**config.mk**
```make
export PLATFORM = sky130hd
export DESIGN_NAME = apb_req_arbiter
export DESIGN_NICKNAME = d
export VERILOG_FILES = /design/src/rtl/apb_req_arbiter.sv
export SDC_FILE = /design/constraint.sdc
export NUM_CORES = 1
export LEC_CHECK = 0
export BUFFER_PORTS_ARGS = -buffer_cell sky130_fd_sc_hd__buf_2
export CAP_MARGIN = 20
export CORE_ASPECT_RATIO = 1.4
export CORE_UTILIZATION = 35
export CTS_CLUSTER_SIZE = 30
export DETAILED_ROUTE_END_ITERATION = 16
export HOLD_SLACK_MARGIN = 0.15
export PLACE_DENSITY = 0.8
export SLEW_MARGIN = 20
export SYNTH_ARGS = -nofsm -noshare
export SYNTH_HDL_FRONTEND = slang
export SYNTH_SLANG_ARGS = --single-unit
```
**constraint.sdc**
```tcl
create_clock -name _PCLK -period 3.1 [get_ports _PCLK]
set_input_delay 0.155 -clock _PCLK [delete_from_list [all_inputs] [get_ports _PCLK]]
set_output_delay 0.155 -clock _PCLK [all_outputs]
set_load 0.02 [all_outputs]
```
**src/rtl/apb_req_arbiter.sv**
```systemverilog
// Round-robin APB master: NREQ requesters share one completer on _PSEL1, one SETUP->ACCESS transfer per grant.
// Latency: accept at E0, SETUP E0..E1, ACCESS from E1, rsp_valid pulse the cycle after _PREADY (or after timeout).
// Backpressure: req_ready is only offered in IDLE; a stalled completer holds the bus until _PREADY or TIMEOUT.
module apb_req_arbiter #(
  parameter int NREQ    = 2,
  parameter int TIMEOUT = 15
) (
  input  logic                _PCLK,
  input  logic                _PRESET,
  input  logic [NREQ-1:0]     req_valid,
  input  logic [NREQ-1:0]     req_write,
  input  logic [NREQ*32-1:0]  req_addr,
  input  logic [NREQ*32-1:0]  req_wdata,
  output logic [NREQ-1:0]     req_ready,
  output logic [NREQ-1:0]     rsp_valid,
  output logic [31:0]         rsp_rdata,
  output logic                rsp_err,
  output logic                _PSEL1,
  output logic                _PENABLE,
  output logic                _PWRITE,
  output logic [31:0]         _PADDR,
  output logic [31:0]         _PWDATA,
  input  logic [31:0]         _PRDATA,
  input  logic                _PREADY,
  input  logic                _PSLVERR
);

  localparam int IW = (NREQ > 1) ? $clog2(NREQ) : 1;
  localparam int CW = (TIMEOUT > 1) ? $clog2(TIMEOUT + 1) : 1;

  typedef enum logic [1:0] {IDLE, SETUP, ACCESS} state_t;

  state_t        state;
  logic [IW-1:0] rr_ptr;
  logic [IW-1:0] gnt_q;
  logic [IW-1:0] gnt_idx;
  logic          gnt_vld;
  logic [CW-1:0] to_cnt;
  logic [CW-1:0] to_cnt_nxt;
  logic          to_expired;

  function automatic logic [IW-1:0] wrap_idx(input logic [IW-1:0] base, input int off);
    return IW'((int'(base) + off) % NREQ);
  endfunction

  // Scan downward so the lowest offset from rr_ptr is the last (winning) assignment.
  always_comb begin
    gnt_vld = 1'b0;
    gnt_idx = '0;
    for (int k = NREQ - 1; k >= 0; k--) begin
      if (req_valid[wrap_idx(rr_ptr, k)]) begin
        gnt_vld = 1'b1;
        gnt_idx = wrap_idx(rr_ptr, k);
      end
    end
  end

  always_comb begin
    req_ready = '0;
    if (state == IDLE && gnt_vld) req_ready = NREQ'(1) << gnt_idx;
  end

  assign to_cnt_nxt = to_cnt + 1'b1;
  assign to_expired = (TIMEOUT != 0) && (to_cnt_nxt == CW'(TIMEOUT));

  always_ff @(posedge _PCLK or posedge _PRESET) begin
    if (_PRESET) begin
      state     <= IDLE;
      rr_ptr    <= '0;
      gnt_q     <= '0;
      to_cnt    <= '0;
      _PSEL1    <= 1'b0;
      _PENABLE  <= 1'b0;
      _PWRITE   <= 1'b0;
      _PADDR    <= '0;
      _PWDATA   <= '0;
      rsp_valid <= '0;
      rsp_rdata <= '0;
      rsp_err   <= 1'b0;
    end else begin
      rsp_valid <= '0;
      case (state)
        IDLE: begin
          if (gnt_vld) begin
            _PWRITE  <= req_write[gnt_idx];
            _PADDR   <= req_addr[32*gnt_idx +: 32];
            _PWDATA  <= req_wdata[32*gnt_idx +: 32];
            gnt_q    <= gnt_idx;
            rr_ptr   <= (gnt_idx == IW'(NREQ - 1)) ? '0 : gnt_idx + 1'b1;
            _PSEL1   <= 1'b1;
            _PENABLE <= 1'b0;
            state    <= SETUP;
          end
        end
        SETUP: begin
          to_cnt   <= '0;
          _PENABLE <= 1'b1;
          state    <= ACCESS;
        end
        ACCESS: begin
          if (_PREADY) begin
            rsp_valid <= NREQ'(1) << gnt_q;
            rsp_err   <= _PSLVERR;
            rsp_rdata <= (!_PWRITE && !_PSLVERR) ? _PRDATA : '0;
            _PSEL1    <= 1'b0;
            _PENABLE  <= 1'b0;
            state     <= IDLE;
          end else begin
            to_cnt <= to_cnt_nxt;
            if (to_expired) begin
              rsp_valid <= NREQ'(1) << gnt_q;
              rsp_err   <= 1'b1;
              rsp_rdata <= '0;
              _PSEL1    <= 1'b0;
              _PENABLE  <= 1'b0;
              state     <= IDLE;
            end
          end
        end
        default: begin
          _PSEL1   <= 1'b0;
          _PENABLE <= 1'b0;
          state    <= IDLE;
        end
      endcase
    end
  end

endmodule

```
==> results.ini, run 1 <==
[status]
status=finished, final reports clean

[critical_path]
crit_path_max_fanout=38
required_ns=3.38
start_kind=flop
crit_type=flop to flop
arrival_ns=3.23
cp-end-kind=flop

[global_routing]
gr-usage-met2_pct=44.8
gr-usage-met1_pct=27.9
use_met3_pct=5.81
grt_antenna_before_repair=1
track_usage_pct=25.6
gr-max-usage-layer=met2
grt_max_degree=59
grt_pass1_vias=5616
overflow=0
grt_pass1_wl_um=27600

[synth]
synthFlopType=dfrtp_1
avgSynthCellArea_um2=11.0
yosysMostFrequentCell=dfrtp_1
synthCells=424
synthTopCellsByCount=dfrtp_1, inv_1, a222oi_1
synth_area_um2=4650
synth_top_area_share_pct=58.7
synth_top_area_cell=dfrtp_1
yosysWarnings=0
synth_cell_types=31
yosys-top-cells-area=dfrtp_1, a222oi_1, inv_1, a22oi_1, o21ai_0
synth_nets=594
ys_seq_area_share_pct=58.7
ys_seq_elements=109
synth_edf_count=0
async_reset_ff_share_pct=100

[floorplan]
die_height_um=138
dieArea_um2=13700
num_rows=49
start_util_pct=36.1
ioPinCount=272
core_region_area_um2=12900
die_w_um=99.4

[final_layout]
seq_area_um2=2730
fin_cells=1002
area_delta_synth_final_pct=73.6
drive_above_1_share_pct=35.4
multi_input_area_um2=1380
nFillCells=981
postLayoutCoreUtil_pct=62.7
layout.nets=1013

[clock_network]
clk_latency_ns=0.34
cts.clk_slew.worst_paths_ns=0.08
cts_tree=done
cts_sinks=109
cts.htree.levels=3
clockBufferDepth=2
root_buffer=clkbuf_16
cts_inserted_buffers=9
cts_resized=0

[power]
peakVddDrop_mv=0.597
p_leak_uw=0.00428
p_sw_uw=3260
pwr-share-comb_pct=53.2
powerDensity_nw_per_um2=971
p_int_uw=4570
seq_power_share_pct=32.3
swShare_pct=41.7
power_uw=7830
p_clk_share_pct=14.5

[timing]
finalHoldViolCount=0
max_freq_mhz=339
setup_viol=0
rsz0062_at_grt=false
tightest_slew_ns=0.771
timing.final.crit_period_ns=2.95
fin_crit_sh_pct=95.2
skew_ns=0.00956
tns_ns=0
relSlewSlack_pct=48.4
drv_slew=0

[hold_path]
hp-class=primary input to flop

[placement]
gp_congestion=0.791
dp_cells=821
port_buffers=271
place_hpwl_um=9490

[detailed_routing]
vias_per_cell=5.41
drc=0
wirelength_um=17900
drtAntennaViolNets=0
vias=5425
wl_per_cell_um=17.9
firstDrtPassIters=10
drt_iter0_markers=579

[job]
maxCapViolCount=0

[metal layers]
| layer | wire length (µm) | up-vias |
|---|---|---|
| li1 | - | 2389 |
| met1 | 6370 | 2597 |
| met2 | 9260 | 360 |
| met3 | 1370 | 79 |
| met4 | 930 | 0 |
| met5 | 0 | - |
[path summary, 6_finish.rpt]
path                       startpoint             to  slack, ns  depth (start not counted)
setup / recovery             state[0]     _PADDR[16]       0.15                          6
hold / removal                _PREADY      to_cnt[3]       0.22                          3
setup reg to reg             state[0]     _PADDR[16]       0.15                          6
hold reg to reg                 gnt_q   rsp_valid[0]       0.47                          1
max in group asynchronous     _PRESET     _PADDR[13]       1.89                          4
min in group asynchronous     _PRESET  rsp_rdata[30]       0.46                          3
[flip-flops by register name, indices dropped and copies added, names as in the netlist]
register,count
_PWRITE,1
_PADDR,32
rr_ptr,1
_PENABLE,1
to_cnt,4
gnt_q,1
state,1
rsp_err,1
_PWDATA,32
rsp_rdata,32
rsp_valid,2
_PSEL1,1
[power by group through the flow]
stage | combinational [µW] | sequential [µW] | clock (µW)
floorplan | 1410 | 3160 | 0
global placement | 3070 | 2500 | 0
detailed placement | 3160 | 2490 | 0
CTS | 3980 | 2490 | 1160
global route | 4460 | 2590 | 1210
finish | 4170 | 2530 | 1130
[stage by stage]
step | worst slack (ns) | cell area [µm²] | hold WS [ns]
3_3_place_gp | 0.864 | 6120 | 0.281
4_1_cts | 0.270 | 8070 | 0.196
3_5_place_dp | 0.827 | 6130 | 0.293
6_report | 0.148 | 8070 | 0.216
5_1_grt | 0.00114 | 8070 | 0.262
2_1_floorplan | 0.0711 | 4650 | 0.280
[cells in the final DEF (no fill, tap or decap), types with 6 or more instances in the layout]
master and count:
buf_2 271, dlygate4sd3_1 164, dfrtp_1 109, inv_1 104, a222oi_1 65, a22oi_1 32, o21ai_0 24, o21ai_1 12
clkbuf_16 9, nand2_1 6, a21oi_1 6
[logic make-up (layout without fill, tap and decap cells)]
family,Yosys count,count (layout),synth area share [%]
AND/OR/NAND/NOR,24,24,2.83
flip-flops,109,109,58.7
adder cells (fa/ha/maj),2,2,0.538
other,0,1,0
buffers and inverters,139,563,12.3
AO/OA/AOI/OAI,150,150,25.7
[repair_timing]
item | in CTS | in global routing
hold endpoints to repair | 149 | 0
hold buffers | 164 | 0
setup buffers | 0 | 0
[final cells by class]
| type | instances | share of cell area [%] |
|---|---|---|
| repair buffers | 442 | 38.1 |
| well taps | 153 | 2.37 |
| inverters | 105 | 4.92 |
| multi-input cells | 176 | 17.1 |
| clock inverters | 6 | 0.682 |
| flip-flops and latches | 109 | 33.8 |
| clock buffers | 10 | 2.96 |
| diodes | 1 | 0.0310 |
[worst max-delay path, stage by stage, from the launching register on]
cell and delay, ns:
dfrtp_1 0.51, nor2_1 0.33, and3_2 0.64, buf_4 0.49, a222oi_1 0.19, dlygate4sd3_1 0.61
inv_1 0.09
(Power assumes the default switching activity.)
==> run 2, diff against run 1 <==
--- a/config.mk
+++ b/config.mk
@@ -9,10 +9,10 @@
 export CAP_MARGIN = 20
 export CORE_ASPECT_RATIO = 1.4
 export CORE_UTILIZATION = 35
-export CTS_CLUSTER_SIZE = 30
+export CTS_CLUSTER_SIZE = 28
 export DETAILED_ROUTE_END_ITERATION = 16
 export HOLD_SLACK_MARGIN = 0.15
-export PLACE_DENSITY = 0.8
+export PLACE_DENSITY = 0.77
 export SLEW_MARGIN = 20
 export SYNTH_ARGS = -nofsm -noshare
 export SYNTH_HDL_FRONTEND = slang
==> constraint.sdc (replaced) <==
create_clock -name _PCLK -period 3.7 [get_ports _PCLK]
set_input_delay 0.185 -clock _PCLK [delete_from_list [all_inputs] [get_ports _PCLK]]
set_output_delay 0.185 -clock _PCLK [all_outputs]
set_load 0.02 [all_outputs]
==> run 2 against run 1 <==
  * Clock-buffer cell count is 1 lower
  * Fmax is 1.8% higher
  * Register-to-register slack better by 0.65 ns
  * Critical path type unchanged
  * Highest routed layer unchanged
  * Sequential power is 16% lower
  * Setup slack better by 0.65 ns
==> results.ini, run 2 (synthesis results as in run 1) <==
[status]
status=finished, final reports clean

[clock_network]
clockBufferDepth=2
cts.htree.levels=3
cts.clk_slew.worst_paths_ns=0.08
post_cts_buffers=0
root_buffer=clkbuf_16
cts_tree=done
clk_latency_ns=0.35
cts_inserted_buffers=9
cts_resized=0
cts_hold_buf=165
cts_sinks=109

[floorplan]
ioPinCount=272
core_region_area_um2=12900
die_w_um=99.4
dieArea_um2=13700
num_rows=49
start_util_pct=36.1
die_height_um=138

[power]
pwr-share-comb_pct=53.1
swShare_pct=41.6
p_int_uw=3810
p_sw_uw=2720
peakVddDrop_mv=0.536
seq_power_share_pct=32.7
powerDensity_nw_per_um2=810
p_clk_share_pct=14.2
p_leak_uw=0.00428

[critical_path]
critPathBufInv=3
required_ns=3.99
timing.rr.end=_PADDR[5]
worstReg2RegStart=state[0]
crit_path_end=_PADDR[5]
arrival_ns=3.19
cp_slowest_stage_delay_ns=0.67
crit_chain=nor2_1 -> and3_2 -> buf_4 -> a222oi_1 -> dlygate4sd3_1 -> inv_1
crit_path_max_fanout=34
cp-end-kind=flop
reg2reg_setup_slack_ns=0.80
crit_cells=6
cpLargestDelayFamily=buffers and inverters
crit_type=flop to flop
startpoint=state[0]
cp_slowest_cell=dlygate4sd3_1
start_kind=flop
rr_worst_depth=6

[timing]
tightest_slew_ns=1.02
skew_ns=0.0168
fin_crit_sh_pct=78.4
rsz0062_at_grt=false
drv_slew=0
timing.final.crit_period_ns=2.90
setup_viol=0
fin_ws_ns=0.801
relSlewSlack_pct=31.7
worst_hold_slack_ns=0.192
finalHoldViolCount=0
max_freq_mhz=345
tns_ns=0

[final_layout]
drive_above_1_share_pct=35.4
seq_area_um2=2730
multi_input_area_um2=1370
final_common_cell=buf_2
area_delta_synth_final_pct=73.2
nFillCells=933
layout.nets=1016
layout_common_cells=buf_2, dlygate4sd3_1, dfrtp_1
reg_top3=_PADDR: 32 flops, _PWDATA: 32 flops, rsp_rdata: 32 flops
fin_cells=1004

[placement]
dp_slack_ns=1.42
gp_congestion=0.830
place_hpwl_um=9220
dp_cells=823
port_buffers=271

[detailed_routing]
drtAntennaViolNets=0
vias_per_cell=5.36
wirelength_um=17500
drt_iter0_markers=505
drc=0
vias=5384
wl_per_cell_um=17.5
firstDrtPassIters=13

[global_routing]
grt_antenna_before_repair=1
grt_pass1_vias=5582
grt_max_degree=67
track_usage_pct=25.5
grt_pass1_wl_um=27300
overflow=0

[hold_path]
hp-class=primary input to flop

[job]
maxCapViolCount=0

-- run 2: how the worst min path moves through the flow --
stage	start	end	slack, ns	cells past startpoint
4_1_cts	_PSLVERR	rsp_err	0.18	3
3_3_place_gp	_PRESET	rsp_rdata[27]	0.35	2
5_1_grt	_PSLVERR	rsp_err	0.20	3
2_1_floorplan	req_addr[0]	_PADDR[0]	0.31	2
3_5_place_dp	_PRESET	rsp_rdata[27]	0.35	2
6_report	_PSLVERR	rsp_err	0.19	3
-- run 2: final cells by class --
cell class / instances / area share, %
clock inverter: 6 / 0.700
tap: 153 / 2.38
inverter: 105 / 4.93
antenna: 1 / 0.0311
clock buffer: 9 / 2.80
sequential: 109 / 33.9
multi-input combinational: 176 / 17.1
timing repair buffer: 445 / 38.2
-- run 2: per-layer routing --
layer	up-vias	share of wire, %	track usage, %
li1	2395	-	-
met1	2594	36	28.1
met2	323	52	44.8
met3	72	7.5	6.02
met4	0	4.8	13.7
met5	-	0	0
-- run 2: per-stage QoR --
step	util [%]	cell area, µm²	power (µW)
detailed placement	47.5	6110	4710
global placement	47.5	6110	4650
global route	62.5	8050	6910
CTS	62.5	8050	6360
finish	62.5	8050	6520
floorplan	-	4650	3830
-- run 2: tightest hold or removal path, cell delays in order --
cell	delay [ns]
buf_2	0.12
o31ai_1	0.07
a21oi_1	0.11
-- run 2: power groups by stage --
stage               Clock (µW)  Sequential, µW  Combinational (µW)
floorplan                    0            2650                1180
global placement             0            2100                2560
detailed placement           0            2090                2620
CTS                        954            2090                3320
global route               995            2180                3730
finish                     925            2130                3470
